**src/rtl/uart_pkg.sv**
```systemverilog
// Shared UART receiver types and default configuration.
// UART_RX_PARITY_EN adds the StParity state to the receiver FSM.
package uart_pkg;

    localparam int unsigned DefaultDataWidth  = 8;
    localparam int unsigned DefaultSysClkFreq = 50_000_000;
    localparam int unsigned DefaultBps        = 9_600;

`ifdef UART_RX_PARITY_EN
    typedef enum logic [2:0] {
        StIdle,
        StStart,
        StData,
        StParity,
        StStop,
        StRecover
    } uart_rx_state_t;
`else
    typedef enum logic [2:0] {
        StIdle,
        StStart,
        StData,
        StStop,
        StRecover
    } uart_rx_state_t;
`endif

endpackage

```
**src/rtl/uart_sync2.sv**
```systemverilog
// Two-flop synchronizer for a single asynchronous input bit.
// The flop reset value is a parameter so an idle-high line can reset to 1.
module uart_sync2 #(
    parameter bit ResetVal = 1'b1
) (
    input  logic clk_i,
    input  logic rst_ni,
    input  logic d_i,
    output logic q_o
);

    logic meta_q;
    logic sync_q;

    always_ff @(posedge clk_i or negedge rst_ni) begin
        if (!rst_ni) begin
            meta_q <= ResetVal;
            sync_q <= ResetVal;
        end else begin
            meta_q <= d_i;
            sync_q <= meta_q;
        end
    end

    assign q_o = sync_q;

endmodule

```
**src/rtl/uart_rx_core.sv**
```systemverilog
// UART receiver: 8N1 by default, mid-bit sampling of a synchronized line.
// Define UART_RX_PARITY_EN to add an even-parity bit between data and stop.
module uart_rx_core
    import uart_pkg::*;
#(
    parameter int unsigned DATA_WIDTH   = DefaultDataWidth,
    parameter int unsigned SYS_CLK_FREQ = DefaultSysClkFreq,
    parameter int unsigned BPS          = DefaultBps
) (
    input  logic                  uart_clk,
    input  logic                  rst_n,
    input  logic                  rx_in,
    output logic [DATA_WIDTH-1:0] rx_out,
    output logic                  rx_done,
    output logic                  frame_err
);

    localparam int unsigned CyclesPerBit = SYS_CLK_FREQ / BPS;
    localparam int unsigned HalfBit      = CyclesPerBit / 2;
    localparam int unsigned CycW         = $clog2(CyclesPerBit);
    localparam int unsigned BitW         = $clog2(DATA_WIDTH + 1);

    logic                  rx_s;
    logic                  rx_s_prev_q;
    uart_rx_state_t        state_q;
    logic [CycW-1:0]       cyc_q;
    logic [BitW-1:0]       bit_cnt_q;
    logic [DATA_WIDTH-1:0] shift_q;
    logic [DATA_WIDTH-1:0] rx_out_q;
    logic                  rx_done_q;
    logic                  frame_err_q;
`ifdef UART_RX_PARITY_EN
    logic                  parity_err_q;
`endif

    uart_sync2 #(
        .ResetVal(1'b1)
    ) u_sync (
        .clk_i (uart_clk),
        .rst_ni(rst_n),
        .d_i   (rx_in),
        .q_o   (rx_s)
    );

    always_ff @(posedge uart_clk or negedge rst_n) begin
        if (!rst_n) begin
            rx_s_prev_q  <= 1'b1;
            state_q      <= StIdle;
            cyc_q        <= '0;
            bit_cnt_q    <= '0;
            shift_q      <= '0;
            rx_out_q     <= '0;
            rx_done_q    <= 1'b0;
            frame_err_q  <= 1'b0;
`ifdef UART_RX_PARITY_EN
            parity_err_q <= 1'b0;
`endif
        end else begin
            rx_s_prev_q <= rx_s;
            rx_done_q   <= 1'b0;
            frame_err_q <= 1'b0;
            case (state_q)
                StIdle: begin
                    if (rx_s_prev_q && !rx_s) begin
                        state_q      <= StStart;
                        cyc_q        <= '0;
                        bit_cnt_q    <= '0;
`ifdef UART_RX_PARITY_EN
                        parity_err_q <= 1'b0;
`endif
                    end
                end
                StStart: begin
                    if (cyc_q == CycW'(HalfBit - 1)) begin
                        cyc_q   <= '0;
                        // A line already back high at mid-start is a glitch.
                        state_q <= rx_s ? StIdle : StData;
                    end else begin
                        cyc_q <= cyc_q + 1'b1;
                    end
                end
                StData: begin
                    if (cyc_q == CycW'(CyclesPerBit - 1)) begin
                        cyc_q     <= '0;
                        bit_cnt_q <= bit_cnt_q + 1'b1;
                        for (int i = 0; i < DATA_WIDTH; i++) begin
                            if (bit_cnt_q == BitW'(i)) begin
                                shift_q[i] <= rx_s;
                            end
                        end
                        if (bit_cnt_q == BitW'(DATA_WIDTH - 1)) begin
`ifdef UART_RX_PARITY_EN
                            state_q <= StParity;
`else
                            state_q <= StStop;
`endif
                        end
                    end else begin
                        cyc_q <= cyc_q + 1'b1;
                    end
                end
`ifdef UART_RX_PARITY_EN
                StParity: begin
                    if (cyc_q == CycW'(CyclesPerBit - 1)) begin
                        cyc_q        <= '0;
                        parity_err_q <= (^shift_q) ^ rx_s;
                        state_q      <= StStop;
                    end else begin
                        cyc_q <= cyc_q + 1'b1;
                    end
                end
`endif
                StStop: begin
                    if (cyc_q == CycW'(CyclesPerBit - 1)) begin
                        cyc_q <= '0;
                        if (!rx_s) begin
                            frame_err_q <= 1'b1;
                            state_q     <= StRecover;
`ifdef UART_RX_PARITY_EN
                        end else if (parity_err_q) begin
                            frame_err_q <= 1'b1;
                            state_q     <= StIdle;
`endif
                        end else begin
                            rx_out_q  <= shift_q;
                            rx_done_q <= 1'b1;
                            state_q   <= StIdle;
                        end
                    end else begin
                        cyc_q <= cyc_q + 1'b1;
                    end
                end
                StRecover: begin
                    if (rx_s) begin
                        state_q <= StIdle;
                    end
                end
                default: state_q <= StIdle;
            endcase
        end
    end

    assign rx_out    = rx_out_q;
    assign rx_done   = rx_done_q;
    assign frame_err = frame_err_q;

endmodule

```
**config.mk**
```make
export PLATFORM = sky130hd
export DESIGN_NAME = uart_rx_core
export DESIGN_NICKNAME = d
export VERILOG_FILES = /design/src/rtl/uart_pkg.sv /design/src/rtl/uart_sync2.sv /design/src/rtl/uart_rx_core.sv
export SDC_FILE = /design/constraint.sdc
export NUM_CORES = 1
export LEC_CHECK = 0
export ABC_AREA = 0
export CAP_MARGIN = 40
export CORE_UTILIZATION = 63
export CTS_BUF_LIST = sky130_fd_sc_hd__clkbuf_4 sky130_fd_sc_hd__clkbuf_8 sky130_fd_sc_hd__clkbuf_16
export DETAILED_ROUTE_END_ITERATION = 8
export MAX_ROUTING_LAYER = met4
export PLACE_DENSITY = 0.82
export SYNTH_ARGS = -nofsm -noshare
export SYNTH_HDL_FRONTEND = slang
export SYNTH_SLANG_ARGS = --single-unit
```
**constraint.sdc**
```tcl
create_clock -name uart_clk -period 3.2 [get_ports uart_clk]
set_clock_uncertainty 0.05 [all_clocks]
set_input_delay 0.64 -clock uart_clk [delete_from_list [all_inputs] [get_ports uart_clk]]
set_output_delay 0.64 -clock uart_clk [all_outputs]
set_load 0.01 [all_outputs]
```
### Yosys cells after proc, flatten, opt, wreduce, memory -nomap -nowiden

Cells that the tools add are included.

| storage, ports and cells | value |
|---|---|
| word-level logic and storage cells | 79 |
| flip-flop bits (word level) | 41 |
| bits in read-only memories | 0 |
| bits of input ports | 3 |
| output and inout bits | 10 |
| bits in latches | 0 |
| RAM bits | 0 |
| memories kept | 0 |

| operators by class | value |
|---|---|
| bitwise gates (word level) | 0 |
| eq/ne operators | 19 |
| magnitude comparators | 0 |
| shifts and indexed selects | 0 |
| div/mod/pow operators | 0 |
| multiplexer cells | 22 |
| reductions and logical operators | 19 |
| add/subtract/negate cells | 2 |
| multiply operators | 0 |

Operators by type and width:

| cell | number |
|---|---|
| 13-bit 2-to-1 mux | 3 |
| 13-bit case mux with 3 select lines | 1 |
| 3-bit AND reduction | 10 |
| 3-bit 2-to-1 mux | 7 |
| 4-bit by 3-bit == test with 1-bit output (second input constant) | 4 |
| 3-bit case mux with 5 select lines | 1 |
| 13-bit by 1-bit adder with 13-bit output (second input constant) | 1 |
| 13-bit by 12-bit == test with 1-bit output (second input constant) | 1 |
| 13-bit == test (second input constant) | 1 |
| 2-bit != test (second input constant) | 5 |
| 4-bit by 2-bit == test with 1-bit output (second input constant) | 2 |
| 4-bit 2-to-1 mux | 2 |
| 4-bit case mux with 2 select lines | 1 |
| 3-bit by 2-bit == test with 1-bit output (second input constant) | 2 |
| 1-bit 2-to-1 mux | 6 |
| 6-bit AND reduction | 1 |
| 4-bit by 1-bit adder with 4-bit output (second input constant) | 1 |
| 4-bit by 1-bit == test with 1-bit output (second input constant) | 1 |
| 4-bit zero test | 1 |
| 3-bit by 1-bit == test with 1-bit output (second input constant) | 1 |
| 3-bit == test (second input constant) | 1 |
| 3-bit zero test | 1 |
| 3-bit nonzero test | 1 |
| 2-bit 2-to-1 mux | 1 |
| other kinds (6) | 6 |

### Longest topological paths before layout

| depth | value |
|---|---|
| depth in word-level cells | 4 |
| mapped depth | 7 |
| gate-level depth less buffers | 6 |

### Cells and area by module

A second synthesis with hierarchy kept.

| unflattened totals | value |
|---|---|
| cells, all modules | 205 |
| area, all modules | 2117.0 um^2 |

Modules (own cells, without submodules):

| module | sequential area each (um^2) | instances | cells each | area an instance (um^2) |
|---|---|---|---|---|
| uart_rx_core | 977.2 | 1 | 203 | 2064.5 |
| uart_sync2 | 52.6 | 1 | 2 | 52.6 |

### Worst setup path before layout

Ideal clock, no wire load.

| timing | value |
|---|---|
| path kind | register to register |
| from | register cyc_q[0] |
| to | register cyc_q[8] |
| data arrival time | 1.742 ns |
| cell stages (with the launch flop) | 7 |
| clock period less this slack | 1.856 ns |
| library setup time | 0.064 ns |
| path buffers | 0 |
| setup slack | 1.344 ns |
| required time | 3.086 ns |
| cell sequence | dfrtp_1 > ha_1 > and4b_4 > a311o_2 > o21a_4 > nor4_2 > a21o_1 |

| on the way | value |
|---|---|
| cells in the longest elaborated chain, start to end | 3 |
| elaborated cells on any way between the ends | 6 |
| classes of those cells | 1 x add/sub; 2 x eq/ne; 3 x mux |

RTL lines:

| what | RTL line | RTL |
|---|---|---|
| start, declared | uart_rx_core.sv:26 | `logic [CycW-1:0] cyc_q;` |
| start signal, assigned | uart_rx_core.sv:79 | `cyc_q <= cyc_q + 1'b1;` |
| start signal, assigned | uart_rx_core.sv:99 | `cyc_q <= cyc_q + 1'b1;` |
| start signal, assigned | uart_rx_core.sv:130 | `cyc_q <= cyc_q + 1'b1;` |
| 13-bit by 1-bit adder with 13-bit output, or another cell as far along | uart_rx_core.sv:79, uart_rx_core.sv:99, uart_rx_core.sv:130 |  |
| 13-bit 2-to-1 mux (on tied branches) | uart_rx_core.sv:83, uart_rx_core.sv:114, uart_rx_core.sv:74 |  |
| 13-bit case mux with 3 select lines * | uart_rx_core.sv:62 | `case (state_q)` |

Mark *: on every way between the ends. The rest lies on a longest branch, timed or not.
A chain may end at the register's enable or synchronous reset.

### Worst setup path in the final report

| timing | value |
|---|---|
| from | register cyc_q[0] |
| to | register cyc_q[5] |

The elaborated chain is that of the path after synthesis.

==> results.tsv <==
metric	value	unit
outcome	finished clean	
n_antenna_cell	0	
synth.avg_cell_area	11.2	sq um
synthTopCellsByArea	dfrtp_1 46%, mux2_2 8.6%, dfstp_2 3.8%, ha_1 3.0%, nor2_1 2.5%	
peakVddDrop	393	uV
synth_top_area_cell	dfrtp_1	
drc_errors	0	
cp_slowest_stage_delay	0.44	ns
synthArstFlopShare	100	%
yosysMostFrequentCell	dfrtp_1	
hold_buffers	0	
cts_made_buffers	5	
cts.clk_slew.worst_paths	0.12	ns
place_congestion	0.812	
critPathCaptureType	flip-flop	
synth_edf_count	0	
hold_violations	0	
postCtsSetupRepairBufs	0	
grt_start_max_net_pins	25	
nNetsFinal	209	
required	3.43	ns
crit_buf_inv	0	
yosysUniqueCellTypes	44	
ant_nets	0	
drive_gt1_share	20.8	%
seq_area_frac_synth	49.3	%
first_iter_violations	80	
max_freq	486	MHz
overflow	0	
fin_crit_sh	64.4	%
cts.path.max_buffers	2	
cts-root-buf	clkbuf_4	
dp_slack	1.18	ns
place_hpwl	2900	um
fin_ws	1.14	ns
grt_pass1_wl	6860	um
start_util	67.3	%
core_area	0.00310	sq mm
dieArea	0.00355	sq mm
fin_crit	2.06	ns
rows	20	
drt_pass1_iterations	4	
track_usage	27.9	%
nFillCells	238	
power_density	464	mW/mm^2
io-pin-count	13	
finalSetupViolCount	0	
worstSkewPairLatency	0.36	ns
ys.flop_type	dfrtp_1	
setup_tns	0	ns
yosysTopAreaCellShare	45.6	%
portBuffers	12	
p_leak	1.07	nW
cp_top_family	compound AO/OA/AOI/OAI gates	
cp.arrival	2.29	ns
finalMaxSlewViolations	0	
clock_sinks	41	
syn_area	0.00209	sq mm
ys_warn_count	0	
routed_wl	4040	um
path_cells	ha_1, and4b_4, a311o_2, o21ai_2, a41oi_1, a31oi_1	
routed_via_density	6.13	
critPathLaunchType	flip-flop	
post_cts_resized	0	
num_vias	1507	
ys_ff_latch	41	
synth_common_cells	38 x dfrtp_1, 16 x mux2_2, 14 x nor2_1	
dieWidth	59.6	um
hold_path.class	input port to asynchronous set/reset pin	
slew-limit-headroom	50.7	%
post_drt_wl_per_cell	16.4	um
rsz0062_at_grt	false	
areaGrowthSynthToFinish	10.3	%
cts_tree	yes	
htreeDepth	2	
cp_max_fo	13	
worst_path_max_delay_cell	dfrtp_1	
synthesis.nets	195	
crit_type	flip-flop to flip-flop	
tightest_slew	0.740	ns
cap_violations	0	
syn-instance-count	187	
fp.dieH	59.6	um
antenna_found_initial	0	
grt_pass1_vias	1440	
-- flip-flops by register name, summed over array words and instances, names as in the netlist --
name,cells
cyc_q,13
rx_out,8
shift_q,8
bit_cnt_q,4
state_q,3
frame_err,1
rx_done,1
rx_s_prev_q,1
u_sync.meta_q,1
u_sync.q_o,1
-- path summary, 6_finish.rpt --
| check | startpoint | endpoint | slack [ns] | depth (start not counted) |
|---|---|---|---|---|
| max | cyc_q[0] | cyc_q[5] | 1.14 | 6 |
| max reg2reg | cyc_q[0] | cyc_q[5] | 1.14 | 6 |
| max in group asynchronous | rst_n | u_sync.q_o | 2.41 | 2 |
| min reg2reg | u_sync.meta_q | u_sync.q_o | 0.33 | 0 |
| min | rst_n | cyc_q[7] | 0.15 | 1 |
| min in group uart_clk | u_sync.meta_q | u_sync.q_o | 0.33 | 0 |
-- cells in the final DEF (no fill, tap or decap), drive strengths merged, types with 2 or more instances in the layout --
cell type       n
nor3b           4
a21oi           4
mux2           16
and4bb          2
nand2          14
a22o            2
nor3            4
clkbuf          5
nor2           14
buf             2
a32oi           2
clkinv          2
o21ai          11
dfstp           3
nor4            5
a21o            5
inv             6
nor2b           3
ha              5
xnor2           3
nand3           9
and3            4
nand4           3
nand3b          3
dfrtp          38
nand2b          3
a31oi           6
o21a            2
nor4b           2
clkdlybuf4s50  11
-- layer usage --
layer,GRT usage [%],share of wire [%],vias to the layer above
met2,40.1,46,49
li1,-,-,709
met5,-,0,-
met4,14.0,1.9,0
met3,5.02,5.4,8
met1,38.2,47,741
-- per-stage QoR --
stage	area (sq um)	util, %	std cells	total power, mW	hold WS [ns]
floorplan	2090	-	187	0.772	0.294
global placement	2220	71.5	237	0.804	0.311
detailed placement	2250	72.4	238	0.822	0.311
CTS	2300	74.2	246	1.08	0.146
global route	2300	74.2	246	1.13	0.174
finish	2300	74.2	246	1.07	0.151
-- layout make-up --
type                    instances  area, sq um  share of cell area (%)
inverters                       6         22.5                   0.978
clock buffers                   5         37.5                    1.63
flip-flops and latches         41         1030                    44.7
repair buffers                 13          143                    6.20
multi-input cells             134          997                    43.3
well taps                      44         55.1                    2.39
clock inverters                 3         17.5                   0.761
-- kinds of logic (layout without fill, tap and decap cells) --
group           count (synthesis)  count (layout)  synth area share (%)
buf+inv                        12              27                  2.88
fa+ha+maj                       5               5                  3.00
simple gates                   74              74                  23.0
compound gates                 35              35                  11.5
xor+xnor                        4               4                  1.68
mux                            16              16                  8.63
flops                          41              41                  49.3
-- power by group --
part | total, mW | switching (mW) | internal [mW]
clock | 0.253 | 0.170 | 0.0828
combinational | 0.165 | 0.0781 | 0.0867
sequential | 0.652 | 0.0842 | 0.568
total | 1.07 | 0.332 | 0.737
No activity file was read; power rests on OpenSTA's default activity.
